## config.mk

```make
export PLATFORM = sky130hd
export DESIGN_NAME = disp_scan_ctrl
export DESIGN_NICKNAME = d
export VERILOG_FILES = /design/src/rtl/disp_pkg.sv /design/src/rtl/disp_slot_timer.sv /design/src/rtl/disp_scan_ctrl.sv
export SDC_FILE = /design/constraint.sdc
export NUM_CORES = 1
export LEC_CHECK = 0
export ABC_AREA = 0
export BUFFER_PORTS_ARGS = -buffer_cell sky130_fd_sc_hd__buf_2
export CORE_MARGIN = 3
export CORE_UTILIZATION = 45
export DETAILED_ROUTE_END_ITERATION = 10
export GPL_TIMING_DRIVEN = 0
export PLACE_DENSITY = 0.65
export SETUP_SLACK_MARGIN = 0.5
export SYNTH_ARGS = -nofsm -noshare
export SYNTH_HDL_FRONTEND = slang
export SYNTH_SLANG_ARGS = --single-unit
```

## constraint.sdc

```tcl
create_clock -name clk -period 1.76 [get_ports clk]
set_input_delay 0.44 -clock clk [delete_from_list [all_inputs] [get_ports clk]]
set_output_delay 0.44 -clock clk [all_outputs]
set_load 0.005 [all_outputs]
```

## src/rtl/disp_pkg.sv

```systemverilog
// Shared types and constants for the display scan controller.
// Select encodings follow the register-pair order of the display mux.
package disp_pkg;

  typedef enum logic [1:0] {
    ST_IDLE   = 2'd0,
    ST_ACTIVE = 2'd1,
    ST_BLANK  = 2'd2,
    ST_HOLD   = 2'd3
  } disp_state_e;

  localparam logic [3:0] SL_PH0 = 4'b1000;
  localparam logic [3:0] SL_PH1 = 4'b0100;
  localparam logic [3:0] SL_PH2 = 4'b0010;
  localparam logic [3:0] SL_PH3 = 4'b0001;
  localparam logic [3:0] SL_OFF = 4'b0000;

  function automatic logic [3:0] phase_to_sl(input logic [1:0] ph);
    logic [3:0] sl;
    case (ph)
      2'd0:    sl = SL_PH0;
      2'd1:    sl = SL_PH1;
      2'd2:    sl = SL_PH2;
      default: sl = SL_PH3;
    endcase
    return sl;
  endfunction

endpackage

```

## src/rtl/disp_slot_timer.sv

```systemverilog
// Loadable down-counter timing both the active slots and the blanking gaps.
// o_tc marks the last cycle of an interval, o_tc_pre the cycle before it.
module disp_slot_timer #(
  parameter int W = 8
) (
  input  logic         clk,
  input  logic         rst_n,
  input  logic         i_clr,
  input  logic         i_load,
  input  logic [W-1:0] i_load_val,
  input  logic         i_run,
  output logic         o_tc,
  output logic         o_tc_pre
);

  logic [W-1:0] r_cnt;

  always_ff @(posedge clk) begin
    if (!rst_n || i_clr) begin
      r_cnt <= '0;
    end else if (i_load) begin
      r_cnt <= i_load_val;
    end else if (i_run && (r_cnt != '0)) begin
      r_cnt <= r_cnt - W'(1);
    end
  end

  assign o_tc     = (r_cnt == '0);
  assign o_tc_pre = (r_cnt == W'(1));

endmodule

```

## src/rtl/disp_scan_ctrl.sv

```systemverilog
// Sequenced 4-phase scan for the multiplexed register display with dead time.
// Define DISP_SCAN_HOLD_EN to build the HOLD state and hold_req/hold_ack handshake.
module disp_scan_ctrl
  import disp_pkg::*;
#(
  parameter int SCAN_DIV  = 166667,
  parameter int BLANK_CYC = 1000
) (
  input  logic       clk,
  input  logic       rst_n,
  input  logic       en,
  input  logic       hold_req,
  input  logic [1:0] hold_phase,
  output logic       hold_ack,
  output logic [3:0] sl_out,
  output logic [1:0] phase,
  output logic       blank,
  output logic       frame_tick,
  output logic [1:0] dbg_state
);

  localparam int MAXC = (SCAN_DIV > BLANK_CYC) ? SCAN_DIV : BLANK_CYC;
  localparam int CW   = $clog2(MAXC + 1);
  localparam logic [CW-1:0] ACT_LD = CW'(SCAN_DIV - 1);
  localparam logic [CW-1:0] BLK_LD = CW'((BLANK_CYC > 0) ? BLANK_CYC - 1 : 0);
  localparam bit NO_BLANK = (BLANK_CYC == 0);

  disp_state_e r_state;
  logic [1:0]  r_phase;
  logic [3:0]  r_sl;
  logic        r_blank;
  logic        r_hold_ack;
  logic        r_hold_pend;
  logic        r_frame_tick;

  logic          w_tc;
  logic          w_tc_pre;
  logic          w_slot_end;
  logic          w_blank_end;
  logic          w_hold_cap;
  logic          w_hold_exit;
  logic          w_hold_move;
  logic [1:0]    w_next_phase;
  logic          w_load_act;
  logic          w_load_blk;
  logic          w_tmr_load;
  logic [CW-1:0] w_tmr_val;
  logic          w_tmr_run;

  // Hold handshake: the requester raises hold_req with hold_phase and keeps it
  // high; hold_ack rises once the display is frozen on that phase and stays high
  // while frozen. Dropping hold_req releases the freeze and hold_ack falls.
  always_comb begin
    w_slot_end  = (r_state == ST_ACTIVE) && w_tc;
    w_blank_end = (r_state == ST_BLANK) && w_tc;
`ifdef DISP_SCAN_HOLD_EN
    w_hold_cap   = w_slot_end && hold_req;
    w_hold_exit  = (r_state == ST_HOLD) && !hold_req;
    w_hold_move  = (r_state == ST_HOLD) && hold_req && (hold_phase != r_phase);
    w_next_phase = w_hold_cap ? hold_phase : r_phase + 2'd1;
`else
    w_hold_cap   = 1'b0;
    w_hold_exit  = 1'b0;
    w_hold_move  = 1'b0;
    w_next_phase = r_phase + 2'd1;
`endif
    w_load_act = ((r_state == ST_IDLE) && en)
               || (w_blank_end && !r_hold_pend)
               || (NO_BLANK && ((w_slot_end && !w_hold_cap) || w_hold_exit));
    w_load_blk = !NO_BLANK && (w_slot_end || w_hold_exit || w_hold_move);
    w_tmr_load = w_load_act || w_load_blk;
    w_tmr_val  = w_load_act ? ACT_LD : BLK_LD;
    w_tmr_run  = (r_state == ST_ACTIVE) || (r_state == ST_BLANK);
  end

  disp_slot_timer #(.W(CW)) u_timer (
    .clk        (clk),
    .rst_n      (rst_n),
    .i_clr      (!en),
    .i_load     (w_tmr_load),
    .i_load_val (w_tmr_val),
    .i_run      (w_tmr_run),
    .o_tc       (w_tc),
    .o_tc_pre   (w_tc_pre)
  );

  always_ff @(posedge clk) begin
    if (!rst_n || !en) begin
      r_state      <= ST_IDLE;
      r_phase      <= 2'd0;
      r_sl         <= SL_OFF;
      r_blank      <= 1'b1;
      r_hold_ack   <= 1'b0;
      r_hold_pend  <= 1'b0;
      r_frame_tick <= 1'b0;
    end else begin
      r_frame_tick <= 1'b0;
      case (r_state)
        ST_IDLE: begin
          r_state <= ST_ACTIVE;
          r_phase <= 2'd0;
          r_sl    <= SL_PH0;
          r_blank <= 1'b0;
        end
        ST_ACTIVE: begin
          // Registered tick lands on the final phase-3 cycle, hence the pre-count.
          if ((r_phase == 2'd3) && w_tc_pre) r_frame_tick <= 1'b1;
          if (w_tc) begin
            r_phase     <= w_next_phase;
            r_hold_pend <= w_hold_cap;
            if (NO_BLANK) begin
              r_state    <= w_hold_cap ? ST_HOLD : ST_ACTIVE;
              r_sl       <= phase_to_sl(w_next_phase);
              r_hold_ack <= w_hold_cap;
            end else begin
              r_state <= ST_BLANK;
              r_sl    <= SL_OFF;
              r_blank <= 1'b1;
            end
          end
        end
        ST_BLANK: begin
          if (w_tc) begin
            r_sl    <= phase_to_sl(r_phase);
            r_blank <= 1'b0;
            if (r_hold_pend) begin
              r_state    <= ST_HOLD;
              r_hold_ack <= 1'b1;
            end else begin
              r_state <= ST_ACTIVE;
            end
          end
        end
`ifdef DISP_SCAN_HOLD_EN
        ST_HOLD: begin
          if (!hold_req) begin
            r_hold_ack  <= 1'b0;
            r_hold_pend <= 1'b0;
            r_phase     <= r_phase + 2'd1;
            if (NO_BLANK) begin
              r_state <= ST_ACTIVE;
              r_sl    <= phase_to_sl(r_phase + 2'd1);
            end else begin
              r_state <= ST_BLANK;
              r_sl    <= SL_OFF;
              r_blank <= 1'b1;
            end
          end else if (hold_phase != r_phase) begin
            r_phase <= hold_phase;
            if (NO_BLANK) begin
              r_sl <= phase_to_sl(hold_phase);
            end else begin
              r_state    <= ST_BLANK;
              r_hold_ack <= 1'b0;
              r_sl       <= SL_OFF;
              r_blank    <= 1'b1;
            end
          end
        end
`endif
        default: begin
          r_state <= ST_IDLE;
          r_sl    <= SL_OFF;
          r_blank <= 1'b1;
        end
      endcase
    end
  end

  assign sl_out     = r_sl;
  assign phase      = r_phase;
  assign blank      = r_blank;
  assign frame_tick = r_frame_tick;
  assign dbg_state  = r_state;

`ifdef DISP_SCAN_HOLD_EN
  assign hold_ack = r_hold_ack;
`else
  logic w_unused_hold;
  assign w_unused_hold = ^{hold_req, hold_phase, r_hold_ack};
  assign hold_ack = 1'b0;
`endif

endmodule

```

**Word level (Yosys, flattened, before mapping)**

Cells that the tools add are included.

- Mux-type cells: 16
- Reductions and logical operators: 20
- Bitwise operators: 1
- $add $sub $neg: 2
- Eq/ne operators: 8

Operators by type and width:

| operator | number |
|---|---|
| 2-to-1 mux 18 bit | 3 |
| one-hot mux 4 bit (3 select lines) | 2 |
| equality test 18 x 1 -> 1 bit, second input constant | 1 |
| zero test 18 bit | 1 |
| nonzero test 18 bit | 1 |
| subtractor 18 x 1 -> 18 bit, second input constant | 1 |
| 2-to-1 mux 4 bit | 2 |
| equality test 2 bit, second input constant | 3 |
| 2-to-1 mux 2 bit | 3 |
| one-hot mux 2 bit (3 select lines) | 1 |
| logical AND 1 bit | 5 |
| equality test 2 x 1 -> 1 bit, second input constant | 2 |
| zero test 2 bit | 2 |
| logical OR 1 bit | 4 |
| != test 2 bit, second input constant | 2 |
| one-hot mux 2 bit (2 select lines) | 1 |
| AND reduction 2 bit | 2 |
| nonzero test 2 bit | 2 |
| 2-to-1 mux 1 bit | 3 |
| one-hot mux 1 bit (3 select lines) | 1 |
| adder 2 x 1 -> 2 bit, second input constant | 1 |
| zero test 1 bit | 2 |
| OR reduction 2 bit | 1 |
| NOT 1 bit | 1 |

- Flip-flop bits (word level): 28
- Input port bits: 6
- Logic and storage cells: 53

**Depth between registers and ports, before layout**

Gate-level depths: netlist (run 1).

- Depth in word-level cells: 5
- Depth in mapped cells: 9
- Mapped depth without buffers: 7

**By module**

A second synthesis (run 1) with hierarchy kept.

- Cells, all modules: 193
- Area, all modules: 1654.1 um^2

Modules (own cells, without submodules):

| module | cells an instance | seq. area each (um^2) | area an instance (um^2) | times used |
|---|---|---|---|---|
| disp_slot_timer | 128 | 360.3 | 1078.5 | 1 |
| disp_scan_ctrl | 65 | 200.2 | 575.6 | 1 |

**Least setup slack after synthesis (run 1)**

No wires, ideal clock.

- Kind: register -> register
- Start point: register u_timer.r_cnt[0]
- End point: register u_timer.r_cnt[12]
- Data required time: 1.645 ns
- Buffers on the path: 2
- Arrival time: 1.797 ns
- Clock period less this slack: 1.912 ns
- Cell stages (with the launch flop): 10
- Slack: -0.152 ns
- Cells stage by stage: dfxtp_1 > inv_1 > ha_1 > or3b_1 > nor3_2 > and3_1 > buf_6 > or3b_1 > buf_2 > nor2_1

- Longest elaborated chain between the ends: 5

RTL lines:

| element | line | text |
|---|---|---|
| from (decl) | disp_slot_timer.sv:16 | `logic [W-1:0] r_cnt;` |
| from (signal assigned) | disp_slot_timer.sv:22 | `r_cnt <= i_load_val;` |
| from (signal assigned) | disp_slot_timer.sv:24 | `r_cnt <= r_cnt - W'(1);` |
| parallel branches: the longest is 5 deep, another holds subtractor 18 x 1 -> 18 bit | -- |  |

Parallel ways; which one is timed is not known. The select of a mux whose other input is x is not followed.
A chain may end at the register's enable or synchronous reset.

**Final worst setup path (run 1)**

- Start point: register u_timer.r_cnt[1]
- End point: register u_timer.r_cnt[13]

The elaborated chain is that of the path after synthesis.

==> flow_metrics.tcl, run 1 <==
set metrics [dict create \
    outcome "complete, but fails checks" \
    violations "negative setup slack" \
    synth_seq_cells 28 \
    wl_mm 4.29 \
    cts_tree "yes" \
    grt_use_total 0.187 \
    synth_top_area_share 0.368 \
    yosysSeqAreaShare 0.368 \
    grt_max_degree 15 \
    grt_pass1_wl_mm 6.18 \
    async_flop_share 0 \
    finalSetupViolCount 25 \
    area_delta_synth_final_pct 49.1 \
    cp.required_ns 2.03 \
    first_iter_violations 81 \
    syn_nets 189 \
    ys_top_cells_by_area "dfxtp_1 (37%), ha_1 (8.2%), nor2_1 (4.7%)" \
    grt_pass1_vias 1296 \
    fin_skew_ns 0.0126 \
    hold_class "in2reg" \
    final_util 0.726 \
    critPathCaptureType "flip-flop" \
    cellPowerDensity_mw_per_mm2 696 \
    cts-htree-levels 1 \
    firstDrtPassIters 4 \
    detail_route.wl_per_cell_um 16.2 \
    nNetsFinal 239 \
    hold_violations 0 \
    min_period_over_period 1.15 \
    most-common-layout-cells "buf_4 (27), buf_6 (14), nor2_1 (13)" \
    numPortBuffers 12 \
    syn_area_mm2 0.00152 \
    p_leak_nw 0.895 \
    antenna_found_initial 0 \
    slew_headroom 0.548 \
    cpMaxStageDelayCell "or3b_4" \
    die_y_um 64.2 \
    r2r_start "u_timer.r_cnt[1]" \
    cts_sinks 28 \
    ys_warn_count 0 \
    start_util 0.487 \
    ir_drop_uv 427 \
    synth.avg_cell_area_um2 8.80 \
    drv_cap 0 \
    fmax_mhz 494 \
    worst-setup-path-type "reg2reg" \
    clockRootBuffer "clkbuf_4" \
    max_stage_delay_ns 0.43 \
    dieWidth_um 64.2 \
    min_from "rst_n" \
    rr_endpoint "u_timer.r_cnt[13]" \
    ys_types 45 \
    cts_buffers 3 \
    ys.flop_type "dfxtp_1" \
    n_antenna_cell 0 \
    synth_top_area_cell "dfxtp_1" \
    startpoint_type "flip-flop" \
    final_common_cell "buf_4" \
    slew_violations 0 \
    synth_edf_count 0 \
    ant_nets 0 \
    hold_depth 3 \
    clk_pin_slew_worst_paths_ns 0.16 \
    rows 20 \
    vias 1506 \
    period_minus_slack_ns 2.03 \
    cp_cell_sequence "inv_2 -> ha_4 -> or3b_4 -> nor3_4 -> buf_6 -> a32oi_4 -> or3b_4 -> buf_6 -> nor2_1" \
    reg2reg_setup_slack_ns -0.27 \
    place_congestion 0.829 \
    worst_slack_ns -0.266 \
    timing.hold.ws_ns 0.447 \
    worstSkewPairLatency_ns 0.34 \
    dpl.hpwl_mm 2.60 \
    r2r_cells 9 \
    dieArea_mm2 0.00412 \
    fin_total_pwr_mw 1.58 \
    gr-total-overflow 0 \
    io_pins 17 \
    rsz0062_at_grt "true" \
    vias_per_cell 5.68 \
    syn_inst 173 \
    hold_buffers 0 \
    arrival_ns 2.30 \
    design.core.area_mm2 0.00313 \
    worst_pin_slew_ns 0.678 \
    drive_above_1_share 0.561 \
    route.detailed.drc 0 \
    min_delay_worst_endpoint "u_timer.r_cnt[0]" \
    path_max_fanout 6 \
    clock_path_buffers 2 \
]
[worst max path at each step]
stage / end / cells after the start / slack (ns) / start
after detailed placement: u_timer.r_cnt[1] / 5 / -0.24 / u_timer.r_cnt[8]
after floorplan: u_timer.r_cnt[16] / 7 / -0.007 / u_timer.r_cnt[16]
after global routing: u_timer.r_cnt[10] / 9 / -0.29 / u_timer.r_cnt[0]
final: u_timer.r_cnt[13] / 9 / -0.27 / u_timer.r_cnt[1]
after CTS: sl_out[3] / 7 / -0.23 / u_timer.r_cnt[0]
after global placement: u_timer.r_cnt[1] / 5 / -0.23 / u_timer.r_cnt[15]
[logic make-up after synthesis]
logic type      after synthesis  share of synthesized area
compound gates               33                      0.136
other cells                   1                    0.00246
fa+ha+maj                    10                     0.0822
mux                           1                    0.00739
flops                        28                      0.368
xor+xnor                     14                     0.0805
simple gates                 75                      0.283
buf+inv                      11                     0.0403
[cells in the mapped netlist, drive strengths merged (2+ instances only)]
master,instances
a211oi,5
nor4,7
nand3,9
nor3b,2
dfxtp,28
nor2,21
a22oi,3
or3b,2
nor3,9
nand4,3
nand2,10
a21oi,14
xor2,8
buf,4
inv,6
ha,10
and4,2
xnor2,6
o21ai,3
or4,3
and3,2
[per-stage QoR]
stage	worst slack (ns)	TNS (ns)	cell area (um^2)	cells
floorplan	-0.00651	-0.0321	1600	173
global route	-0.289	-5.05	2270	265
CTS	-0.227	-4.00	1940	247
detailed placement	-0.236	-3.02	1710	229
finish	-0.266	-3.82	2270	265
global placement	-0.231	-2.69	1710	229
[layout make-up]
cell class / instances / area [um^2]
fillers: 220 / 857
flip-flops and latches: 28 / 594
inverters: 6 / 22.5
repair buffers: 45 / 359
plain buffers: 5 / 45.0
clock buffers: 3 / 22.5
well taps: 44 / 55.1
multi-input cells: 134 / 1170
[metal layers]
layer,vias to the layer above,wire length [um],global-route usage
met5,-,0,0
met4,0,94,0.0422
met3,11,126,0.0176
met2,33,2030,0.307
met1,737,2040,0.266
li1,725,-,-
[sequential cells by signal (all words and copies together) (netlist names)]
signal / count
frame_tick: 1
phase: 2
sl_out: 4
u_timer.r_cnt: 18
dbg_state: 2
blank: 1
[power breakdown]
part | total [mW] | leakage, nW | internal [mW] | switching (mW)
clock | 0.275 | 0.0138 | 0.0806 | 0.194
combinational | 0.616 | 0.645 | 0.296 | 0.321
sequential | 0.689 | 0.236 | 0.657 | 0.0318
[timing repair]
item                       CTS  global route
pin swaps                   11            17
gates resized for setup     26            48
buffers inserted            15            18
setup endpoints to repair   31            37
[critical path, delay by kind of cell (launching register included)]
kind                       cells  cell delay [ns]
and+or+nand+nor                4             0.81
DFF                            1             0.38
buffers and inverters          3             0.34
AOI/OAI and AO/OA              1             0.27
adders and majority gates      1             0.17
Power figures use the tool's default switching activity.
==> run 2: changes to the inputs <==
--- a/config.mk
+++ b/config.mk
@@ -7,11 +7,13 @@
 export LEC_CHECK = 0
 export ABC_AREA = 0
 export BUFFER_PORTS_ARGS = -buffer_cell sky130_fd_sc_hd__buf_2
+export CELL_PAD_IN_SITES_DETAIL_PLACEMENT = 0
+export CELL_PAD_IN_SITES_GLOBAL_PLACEMENT = 1
 export CORE_MARGIN = 3
-export CORE_UTILIZATION = 45
+export CORE_UTILIZATION = 39
 export DETAILED_ROUTE_END_ITERATION = 10
 export GPL_TIMING_DRIVEN = 0
-export PLACE_DENSITY = 0.65
+export PLACE_DENSITY = 0.73
 export SETUP_SLACK_MARGIN = 0.5
 export SYNTH_ARGS = -nofsm -noshare
 export SYNTH_HDL_FRONTEND = slang
==> flow_metrics.tcl, run 2 (synthesized netlist as in run 1, its figures left out) <==
set metrics [dict create \
    ant_nets 0 \
    io_pins 17 \
    slew_headroom 0.645 \
    stdcell_count 255 \
    critPathCaptureType "flip-flop" \
    place_area_mm2 0.00172 \
    worst_pin_slew_ns 0.533 \
    grt_pass1_wl_mm 6.16 \
    reg2reg_setup_slack_ns -0.20 \
    cp_num_cells 7 \
    min_period_over_period 1.12 \
    antenna_found_initial 0 \
    fin_total_pwr_mw 1.63 \
    slew_violations 0 \
    r2r_cells 7 \
    most-common-layout-cells "dfxtp_1 (19), nor2_1 (18), buf_4 (18)" \
    wl_mm 4.00 \
    detail_route.wl_per_cell_um 15.7 \
    numPortBuffers 12 \
    dp_slack_ns -0.262 \
    max_stage_delay_ns 0.57 \
    startpoint_type "flip-flop" \
    cts-htree-levels 1 \
    tns_ns -3.44 \
    final_common_cell "dfxtp_1" \
    worst_slack_ns -0.203 \
    clockRootBuffer "clkbuf_8" \
    timing.hold.ws_ns 0.452 \
    cts_sinks 28 \
    place_congestion 0.808 \
    period_minus_slack_ns 1.96 \
    clock_power_share 0.248 \
    hold_violations 0 \
    largest-register "u_timer.r_cnt" \
    gr-total-overflow 0 \
    worstSkewPairLatency_ns 0.27 \
    n_antenna_cell 0 \
    crit_family "simple AND/OR/NAND/NOR gates" \
    dieArea_mm2 0.00469 \
    dp_cells 233 \
    ir_drop_uv 391 \
    p_leak_nw 0.786 \
    comb_power_share 0.331 \
    largest_reg_flops 18 \
    dpl.hpwl_mm 2.59 \
    dieWidth_um 68.5 \
    clock_path_buffers 2 \
    n_fill_cell 339 \
    hold_class "reg2reg" \
    fin_skew_ns 0.00372 \
    worst-setup-path-type "reg2reg" \
    grt_use_total 0.176 \
    p_switching_mw 0.525 \
    drv_cap 0 \
    vias_per_cell 5.57 \
    final_util 0.557 \
    crit_top_cell "buf_6" \
    cp.required_ns 1.94 \
    area_delta_synth_final_pct 35.8 \
    final_area_mm2 0.00207 \
    design.core.area_mm2 0.00372 \
    first_iter_violations 76 \
    hold_buffers 0 \
    finalSetupViolCount 23 \
    cts_tree "yes" \
    vias 1421 \
    cpMaxStageDelayCell "or4_4" \
    start_util 0.410 \
    die_y_um 68.5 \
    clk_pin_slew_worst_paths_ns 0.10 \
    drive_above_1_share 0.420 \
    seq_power_share 0.421 \
    path_max_fanout 7 \
    cts_buffers 3 \
    route.detailed.drc 0 \
    hold_depth 2 \
    grt_max_degree 16 \
    switching_share 0.322 \
    arrival_ns 2.14 \
    p_int_mw 1.11 \
    critPathBufInv 2 \
    fmax_mhz 510 \
    outcome "complete, but fails checks" \
    grt_pass1_vias 1274 \
    violations "negative setup slack" \
    rows 22 \
    nNetsFinal 224 \
    rsz0062_at_grt "true" \
    cellPowerDensity_mw_per_mm2 790 \
    cp_cell_sequence "or4_4 -> nor3_4 -> and3_4 -> buf_6 -> or3b_1 -> buf_6 -> nor2_1" \
    firstDrtPassIters 4 \
]
run 2: cell types whose count changed in the layout (fill, tap and decap cells not counted), moves of 5 or more:
cell     change
dfxtp_2      -6
a21oi_1      +6
buf_4        -9
buf_6       -10
dfxtp_1      +8
a21oi_2      -6
nor2_1       +5
run 2: tightest hold or removal path, delay by kind of cell, from the launching register on:
kind / cells / cell delay (ns)
flops: 1 / 0.32
simple gates: 2 / 0.10
run 2: what timing repair did:
action	in CTS	in global routing
gates resized for setup	16	20
gates cloned	0	0
buffers inserted	9	9
pin swaps	13	11
endpoints found under the setup margin	30	30
run 2: routing by layer:
metal  wire [um]  global-route usage  part of all wire
met1        1960               0.244              0.49
met2        1920               0.282              0.48
met3         102              0.0246             0.026
met4          18              0.0447            0.0045
met5           0                   0                 0
run 2: cell type report:
class / count / area (um^2) / area share
plain buffers: 5 / 45.0 / 0.0218
clock buffers: 4 / 55.1 / 0.0266
inverters: 6 / 22.5 / 0.0109
multi-input cells: 134 / 1110 / 0.535
flip-flops and latches: 28 / 579 / 0.280
well taps: 48 / 60.1 / 0.0290
repair buffers: 30 / 199 / 0.0962
run 2: path summary, 6_finish.rpt:
| kind | start | endpoint |
|---|---|---|
| worst max-delay path | u_timer.r_cnt[15] | u_timer.r_cnt[4] |
| worst max register to register | u_timer.r_cnt[15] | u_timer.r_cnt[4] |
| worst min register to register | blank | blank |
| worst min-delay path | blank | blank |
run 2: power groups by stage:
stage / Sequential (mW) / Combinational [mW] / Clock (mW)
global route: 0.691 / 0.584 / 0.440
global placement: 0.700 / 0.375 / 0
floorplan: 0.697 / 0.296 / 0
finish: 0.688 / 0.540 / 0.405
CTS: 0.688 / 0.457 / 0.417
detailed placement: 0.702 / 0.377 / 0
